===== src/rtl/bsg_dff_gatestack_driver_pkg.sv =====
// rtl/bsg_dff_gatestack_driver_pkg.sv - shared state encoding and counter sizing for the strobe driver
package bsg_dff_gatestack_driver_pkg;

  typedef enum logic [1:0] {
    IDLE  = 2'd0,
    SETUP = 2'd1,
    PULSE = 2'd2,
    HOLD  = 2'd3
  } state_e;

  // Counter holds (phase length - 1), so $clog2 of the longest phase suffices.
  function automatic int ctr_width(input int s, input int p, input int h);
    int m;
    m = s;
    if (p > m) m = p;
    if (h > m) m = h;
    return (m <= 2) ? 1 : $clog2(m);
  endfunction

endpackage


===== src/rtl/bsg_dff_gatestack_driver_ctr.sv =====
// rtl/bsg_dff_gatestack_driver_ctr.sv - loadable down-counter with zero flag, saturating at zero
module bsg_dff_gatestack_driver_ctr #(
  parameter int width_p = 1
) (
  input  logic               clk_i,
  input  logic               reset_i,
  input  logic               load_i,
  input  logic [width_p-1:0] load_val_i,
  output logic [width_p-1:0] count_o,
  output logic               zero_o
);

  logic [width_p-1:0] count_q, count_d;

  always_comb begin
    count_d = count_q;
    if (load_i)
      count_d = load_val_i;
    else if (count_q != '0)
      count_d = count_q - width_p'(1);
  end

  always_ff @(posedge clk_i) begin
    if (reset_i) count_q <= '0;
    else         count_q <= count_d;
  end

  assign count_o = count_q;
  assign zero_o  = (count_q == '0);

endmodule


===== src/rtl/bsg_dff_gatestack_driver.sv =====
// rtl/bsg_dff_gatestack_driver.sv - sequences data setup, per-bit strobe pulse and data hold for the bank
module bsg_dff_gatestack_driver
  import bsg_dff_gatestack_driver_pkg::*;
#(
  parameter int width_p        = 16,
  parameter int setup_cycles_p = 1,
  parameter int pulse_cycles_p = 1,
  parameter int hold_cycles_p  = 1
) (
  input  logic               clk_i,
  input  logic               reset_i,
  input  logic               v_i,
  input  logic [width_p-1:0] data_i,
  input  logic [width_p-1:0] mask_i,
  output logic               ready_o,
  output logic [width_p-1:0] data_o,
  output logic [width_p-1:0] strobe_o,
  output logic               busy_o,
  output logic               done_o
);

  localparam int ctr_w_lp = ctr_width(setup_cycles_p, pulse_cycles_p, hold_cycles_p);

  state_e              state_q, state_d;
  logic [width_p-1:0]  data_q, mask_q, strobe_q;
  logic                busy_q, done_q, done_d;
  logic                ctr_load, ctr_zero, accept;
  logic [ctr_w_lp-1:0] ctr_val, ctr_count;

  assign accept = (state_q == IDLE) && v_i;

  always_comb begin
    state_d  = state_q;
    ctr_load = 1'b0;
    ctr_val  = '0;
    case (state_q)
      IDLE: if (v_i) begin
        state_d  = SETUP;
        ctr_load = 1'b1;
        ctr_val  = ctr_w_lp'(setup_cycles_p - 1);
      end
      SETUP: if (ctr_zero) begin
        state_d  = PULSE;
        ctr_load = 1'b1;
        ctr_val  = ctr_w_lp'(pulse_cycles_p - 1);
      end
      PULSE: if (ctr_zero) begin
        state_d  = HOLD;
        ctr_load = 1'b1;
        ctr_val  = ctr_w_lp'(hold_cycles_p - 1);
      end
      HOLD: if (ctr_zero) state_d = IDLE;
      default: state_d = IDLE;
    endcase
  end

  // done is flagged one edge early so it can be a plain flop aligned with the last HOLD cycle.
  always_comb begin
    done_d = 1'b0;
    if (state_d == HOLD)
      done_d = ctr_load ? (hold_cycles_p == 1) : (ctr_count == ctr_w_lp'(1));
  end

  bsg_dff_gatestack_driver_ctr #(.width_p(ctr_w_lp)) u_ctr (
    .clk_i      (clk_i),
    .reset_i    (reset_i),
    .load_i     (ctr_load),
    .load_val_i (ctr_val),
    .count_o    (ctr_count),
    .zero_o     (ctr_zero)
  );

  // strobe_q feeds bank clocks directly, so it is decoded from state_d and registered.
  always_ff @(posedge clk_i) begin
    if (reset_i) begin
      state_q  <= IDLE;
      data_q   <= '0;
      mask_q   <= '0;
      strobe_q <= '0;
      busy_q   <= 1'b0;
      done_q   <= 1'b0;
    end else begin
      state_q  <= state_d;
      if (accept) begin
        data_q <= data_i;
        mask_q <= mask_i;
      end
      strobe_q <= (state_d == PULSE) ? mask_q : '0;
      busy_q   <= (state_d != IDLE);
      done_q   <= done_d;
    end
  end

  assign ready_o  = (state_q == IDLE);
  assign data_o   = data_q;
  assign strobe_o = strobe_q;
  assign busy_o   = busy_q;
  assign done_o   = done_q;

endmodule


===== config.mk =====
export PLATFORM = sky130hd
export DESIGN_NAME = bsg_dff_gatestack_driver
export DESIGN_NICKNAME = d
export VERILOG_FILES = /design/src/rtl/bsg_dff_gatestack_driver_pkg.sv /design/src/rtl/bsg_dff_gatestack_driver_ctr.sv /design/src/rtl/bsg_dff_gatestack_driver.sv
export SDC_FILE = /design/constraint.sdc
export NUM_CORES = 1
export LEC_CHECK = 0
export BUFFER_PORTS_ARGS = -buffer_cell sky130_fd_sc_hd__buf_2
export CORE_ASPECT_RATIO = 1.25
export CORE_MARGIN = 3
export CORE_UTILIZATION = 30
export DETAILED_ROUTE_END_ITERATION = 7
export HOLD_SLACK_MARGIN = 0.12
export SYNTH_ARGS = -nofsm -noshare
export SYNTH_HDL_FRONTEND = slang
export SYNTH_HIERARCHICAL = 1
export SYNTH_SLANG_ARGS = --single-unit

===== constraint.sdc =====
create_clock -name clk_i -period 2.42 [get_ports clk_i]
set_input_delay 0.242 -clock clk_i [delete_from_list [all_inputs] [get_ports clk_i]]
set_output_delay 0.242 -clock clk_i [all_outputs]
set_load 0.005 [all_outputs]

==> summary.txt, run 1 <==
Placement Cell Area: 2300 µm²
Static leakage: 1.13 nW
Syn Std Cell Area: 1860 µm²
Area growth, synth to finish: 29.5%
Crit path kind: reg -> reg
All-Layer GR Usage: 11.8%
Antenna cells: 0
Required @ worst endpoint: 2.66 ns
Max-slew violations: 0
Slowest CP cell: dfxtp_1
Post-Synthesis Cells: 209
Final setup TNS: 0 ns
Fillers: 630
Final std cells w/o fill: 360
Actual slew at the worst max-slew pin: 0.500 ns
CTS tree: yes
Synthesized area per cell: 8.91 µm²
Mux cell area share after synthesis: 0.806%
DRT iter0 DRCs: 53
Post-Synth Adder-Cell Area: 3.36%
DRT Wirelength: 4.03 mm
CTS root buffer: clkbuf_8
Post-synthesis cell type count: 22
Vias in the first global route: 1,458
Initial Util: 31.6%
Maximum clock path buffer count: 2
CTS resizes: 0
Final Cell Area: 2410 µm²
RD Place Congestion: 0.815
Die extent in x: 76.5 µm
Worst slew margin: 66.6%
# IOs: 70
Core Region: 5900 µm²
Fin crit share: 85.7%
DRC viols: 0
Pwr Density: 1030 nW/µm²
Hold_ws: 0.166 ns
Dpl cells: 352
Initial antenna violation count: 0
Area fraction in compound gates after synthesis: 13.4%
Fmax: 482 MHz
Pin count of the biggest net entering global routing: 36
Clock Skews: 0.00917 ns
RSZ-0062 raised after global routing: false
Slowest stage delay, CP: 0.45 ns
Total setup buffers inserted after CTS: 0
Crit path arrival time: 2.31 ns
DRT antenna net count: 0
Vert. Die Dim: 94.1 µm
Vias post-DR: 1,516
Cells along the critical path: inv_1, ha_1, mux2_4, a2bb2oi_2, a2111oi_4, buf_4, and2_1
Min Tclk post-route: 2.07 ns
Crit. End Element: flop
TritonCTS Buffers: 5
Startpoint Class: flop
Max-Cap Viols: 0
# rows: 31
YS warnings: 6
Synth Area in Simple Gates: 21.5%
Grt ovf: 0
Status: completed
Die ar.: 7200 µm²
Peak supply drop: 0.000409 V
Post-synthesis sequential area ratio: 57.0%
Port Buffers: 69
DP HPWL: 2.81 mm
Worst-Skew Late Latency: 0.30 ns
H-tree Lvls: 2
Seq cells post-synth: 53
Wire per inst: 11.2 µm
Mapped Nets: 249
Clk sink count: 53
Crit path max fanout: 16
First-pass GRT wire length: 6.82 mm
Final setup fails: 0
Avg Vias per Cell: 4.21
Share of cells above drive strength 1: 30.6%
Final Hold Vio Count: 0
Reg clk slew, reported paths: 0.10 ns
Main combinational cell family by area after synthesis: simple AND/OR/NAND/NOR gates
Worst Hold Class: in -> reg
Hold buffer count at CTS: 0
XOR/XNOR Fraction of Synth Area: 0%
1st-pass router iterations: 3
Fin nets: 317
==> kinds of logic (layout without fill, tap and decap cells) <==
family | after synthesis | count (layout)
AND/OR/NAND/NOR | 92 | 92
buffers and inverters | 17 | 86
multiplexers | 1 | 1
flip-flops | 53 | 53
other | 1 | 1
AO/OA/AOI/OAI | 40 | 40
adder cells (fa/ha/maj) | 5 | 5
==> placed cells by master (no fill, tap or decap), types with 2 or more instances in the layout <==
master,Yosys,routed
buf_4,0,3
inv_1,5,5
and2_1,17,17
dfxtp_1,53,53
nor2_1,3,3
a21oi_1,33,33
nor3_1,2,2
nand2_1,67,67
ha_1,5,5
buf_2,0,69
clkbuf_8,0,5
==> critical path, delay by kind of cell (launching register included) <==
family	cells	cell delay, ns
AOI/OAI and AO/OA	2	0.41
muxes	1	0.34
buffers and inverters	2	0.37
DFF	1	0.45
and+or+nand+nor	1	0.14
adders and majority gates	1	0.31
==> routing by layer <==
metal	up-vias	GRT usage [%]	part of all wire, %
met4	0	4.23	1.5
li1	797	-	-
met3	6	3.84	7.2
met2	49	20.2	48
met1	664	13.7	44
met5	-	0	0
==> flip-flops by register name, indices dropped and copies added, names as in the netlist <==
register / cells
data_o: 16
mask_q: 16
strobe_o: 16
state_q: 2
busy_o: 1
done_o: 1
u_ctr/count_o: 1
==> metrics by stage <==
step           worst slack [ns]  util (%)  power, mW
2_1_floorplan             0.505         -       1.66
3_3_place_gp              0.457      39.0       1.91
3_5_place_dp              0.370      39.0       1.93
4_1_cts                   0.353      40.9       2.54
5_1_grt                   0.229      40.9       2.69
6_report                  0.346      40.9       2.49
==> power by group <==
| part | internal, mW | leakage (nW) | switching [mW] |
|---|---|---|---|
| Combinational | 0.331 | 0.639 | 0.467 |
| Clock | 0.310 | 0.0585 | 0.283 |
| Sequential | 1.02 | 0.433 | 0.0720 |
==> synthesized netlist by cell type, drive strengths merged <==
| library cell | count | area, µm² |
|---|---|---|
| ha | 5 | 62.6 |
| a2bb2oi | 1 | 15.0 |
| nand2b | 1 | 6.26 |
| nand2 | 67 | 251 |
| nor3 | 2 | 10.0 |
| inv | 5 | 18.8 |
| dfxtp | 53 | 1060 |
| o21ai | 2 | 10.0 |
| and2 | 17 | 106 |
| and3b | 1 | 8.76 |
| or2 | 1 | 6.26 |
| conb | 1 | 3.75 |
| o21bai | 1 | 7.51 |
| mux2 | 1 | 15.0 |
| nor2 | 3 | 11.3 |
| a2111oi | 2 | 42.5 |
| a211o | 1 | 8.76 |
| buf | 1 | 11.3 |
| a21oi | 33 | 165 |
| clkbuf | 11 | 41.3 |
==> final cells by class <==
| class | instances | area (µm²) | area share, % |
|---|---|---|---|
| Inverter | 5 | 18.8 | 0.778 |
| Sequential cell | 53 | 1060 | 44.0 |
| Clock inverter | 3 | 43.8 | 1.81 |
| Timing Repair Buffer | 73 | 388 | 16.1 |
| Tap cell | 82 | 103 | 4.25 |
| Multi-Input combinational cell | 139 | 731 | 30.3 |
| Clock buffer | 5 | 68.8 | 2.85 |
==> path summary, 6_finish.rpt <==
| path | cells past startpoint | endpoint | start | slack (ns) |
|---|---|---|---|---|
| max | 7 | strobe_o[15] | state_q[0] | 0.35 |
| min | 3 | data_o[13] | data_i[13] | 0.17 |
| max reg2reg | 7 | strobe_o[15] | state_q[0] | 0.35 |
| min reg2reg | 2 | mask_q[14] | mask_q[14] | 0.45 |
No activity file was read; power rests on OpenSTA's default activity.
==> run 2, diff against run 1 <==
--- a/config.mk
+++ b/config.mk
@@ -11,6 +11,7 @@
 export CORE_UTILIZATION = 30
 export DETAILED_ROUTE_END_ITERATION = 7
 export HOLD_SLACK_MARGIN = 0.12
+export RECOVER_POWER = 50
 export SYNTH_ARGS = -nofsm -noshare
 export SYNTH_HDL_FRONTEND = slang
 export SYNTH_HIERARCHICAL = 1
==> run 2 against run 1 <==
Net effect:
- critical path depth unchanged
- sequential share of layout area increased by 0.62 points
- highest routed layer unchanged
- sequential power about the same
==> summary.txt, run 2 (synthesis gave the netlist of run 1 again) <==
Initial antenna violation count: 0
Commonest non-fill, non-tap cell in the layout: nand2_1
Static leakage: 1.06 nW
Worst-Skew Late Latency: 0.30 ns
Most frequent cells in the layout: nand2_1 (67), buf_2 (54), dfxtp_1 (53)
Vert. Die Dim: 94.1 µm
Required @ worst endpoint: 2.66 ns
Die extent in x: 76.5 µm
Switching Share: 33.4%
Crit path kind: reg -> reg
Worst slew margin: 66.6%
Internal power consumption: 1.63 mW
Vias post-DR: 1,513
Crit path max fanout: 16
GRT met1 Usage: 13.7%
Clk sink count: 53
Final setup fails: 0
Area growth, synth to finish: 27.7%
Avg Vias per Cell: 4.20
H-tree Lvls: 2
Final Hold Vio Count: 0
Die ar.: 7200 µm²
Global route hottest layer: met2
Startpoint Class: flop
Logic pwr share: 31.0%
Met2 usage: 20.2%
DRT antenna net count: 0
Final setup TNS: 0 ns
TritonCTS Buffers: 5
Core Util, Final: 40.4%
Clock Skews: 0.00896 ns
All-Layer GR Usage: 11.8%
DP HPWL: 2.81 mm
Port Buffers: 69
Hold buffer count at CTS: 0
Status: completed
First-pass GRT wire length: 6.82 mm
Actual slew at the worst max-slew pin: 0.500 ns
CTS resizes: 0
Peak supply drop: 0.000406 V
Multi-input gate area: 731 µm²
CTS tree: yes
Pin count of the biggest net entering global routing: 36
RSZ-0062 raised after global routing: false
Crit. End Element: flop
CTS root buffer: clkbuf_8
Fillers: 634
# rows: 31
Hold_ws: 0.167 ns
Switch Pwr: 0.819 mW
DRC viols: 0
Max-Cap Viols: 0
Share of cells above drive strength 1: 25.2%
Vias in the first global route: 1,458
Core Region: 5900 µm²
Grt ovf: 0
Clock power share: 24.2%
Min Tclk post-route: 2.06 ns
Fmax: 484 MHz
1st-pass router iterations: 4
Global Route met3 Usage: 3.84%
RD Place Congestion: 0.815
Maximum clock path buffer count: 2
Sequential power share: 44.8%
Total setup buffers inserted after CTS: 0
DRT Wirelength: 4.04 mm
Area occupied by registers: 1060 µm²
Crit path arrival time: 2.31 ns
DRT iter0 DRCs: 56
Initial Util: 31.6%
Fin crit share: 85.3%
Wire per inst: 11.2 µm
Pwr Density: 1030 nW/µm²
Worst Hold Class: in -> reg
Reg clk slew, reported paths: 0.10 ns
Fin nets: 317
Max-slew violations: 0
Antenna cells: 0
# IOs: 70
==> run 2: cell count changes in the layout (fill, tap and decap cells not counted), sizes merged <==
| cell | previous run | this run |
|---|---|---|
| clkbuf | 5 | 21 |
| buf | 73 | 57 |
==> run 2: layout make-up <==
class | instances | share of cell area, %
clock buffer | 5 | 2.89
clock inverter | 3 | 1.84
inverter | 5 | 0.789
multi-input combinational | 139 | 30.7
sequential | 53 | 44.6
tap | 82 | 4.31
timing repair buffer | 73 | 14.9
==> run 2: critical path: stages (launching register included) <==
cell and delay [ns]:
dfxtp_1 0.45, inv_1 0.12, ha_1 0.31, mux2_4 0.34, a2bb2oi_2 0.14, a2111oi_4 0.27, buf_4 0.24, and2_1 0.14
==> run 2: power groups by stage <==
stage / logic (mW) / clock network, mW / registers (mW)
final: 0.761 / 0.593 / 1.10
after global routing: 0.869 / 0.666 / 1.12
after detailed placement: 0.813 / 0 / 1.12
after floorplan: 0.537 / 0 / 1.12
after CTS: 0.814 / 0.625 / 1.10
after global placement: 0.797 / 0 / 1.11
==> run 2: layer usage <==
layer | vias to the layer above | share of wire, %
li1 | 797 | -
met2 | 49 | 47
met3 | 6 | 7.0
met5 | - | 0
met1 | 661 | 44
met4 | 0 | 1.5
==> run 2: worst paths after layout <==
path / startpoint / slack, ns / endpoint / depth (start not counted)
worst max-delay path: state_q[0] / 0.36 / strobe_o[15] / 7
worst min-delay path: data_i[13] / 0.17 / data_o[13] / 3
worst max register to register: state_q[0] / 0.36 / strobe_o[15] / 7
worst min register to register: mask_q[14] / 0.45 / mask_q[14] / 2
==> run 2: per-stage QoR <==
stage	total power [mW]	cell area (µm²)	setup WS (ns)	cells
CTS	2.54	2410	0.353	360
global placement	1.91	2300	0.457	352
finish	2.45	2380	0.356	360
detailed placement	1.93	2300	0.370	352
floorplan	1.66	1860	0.505	209
global route	2.65	2380	0.238	360
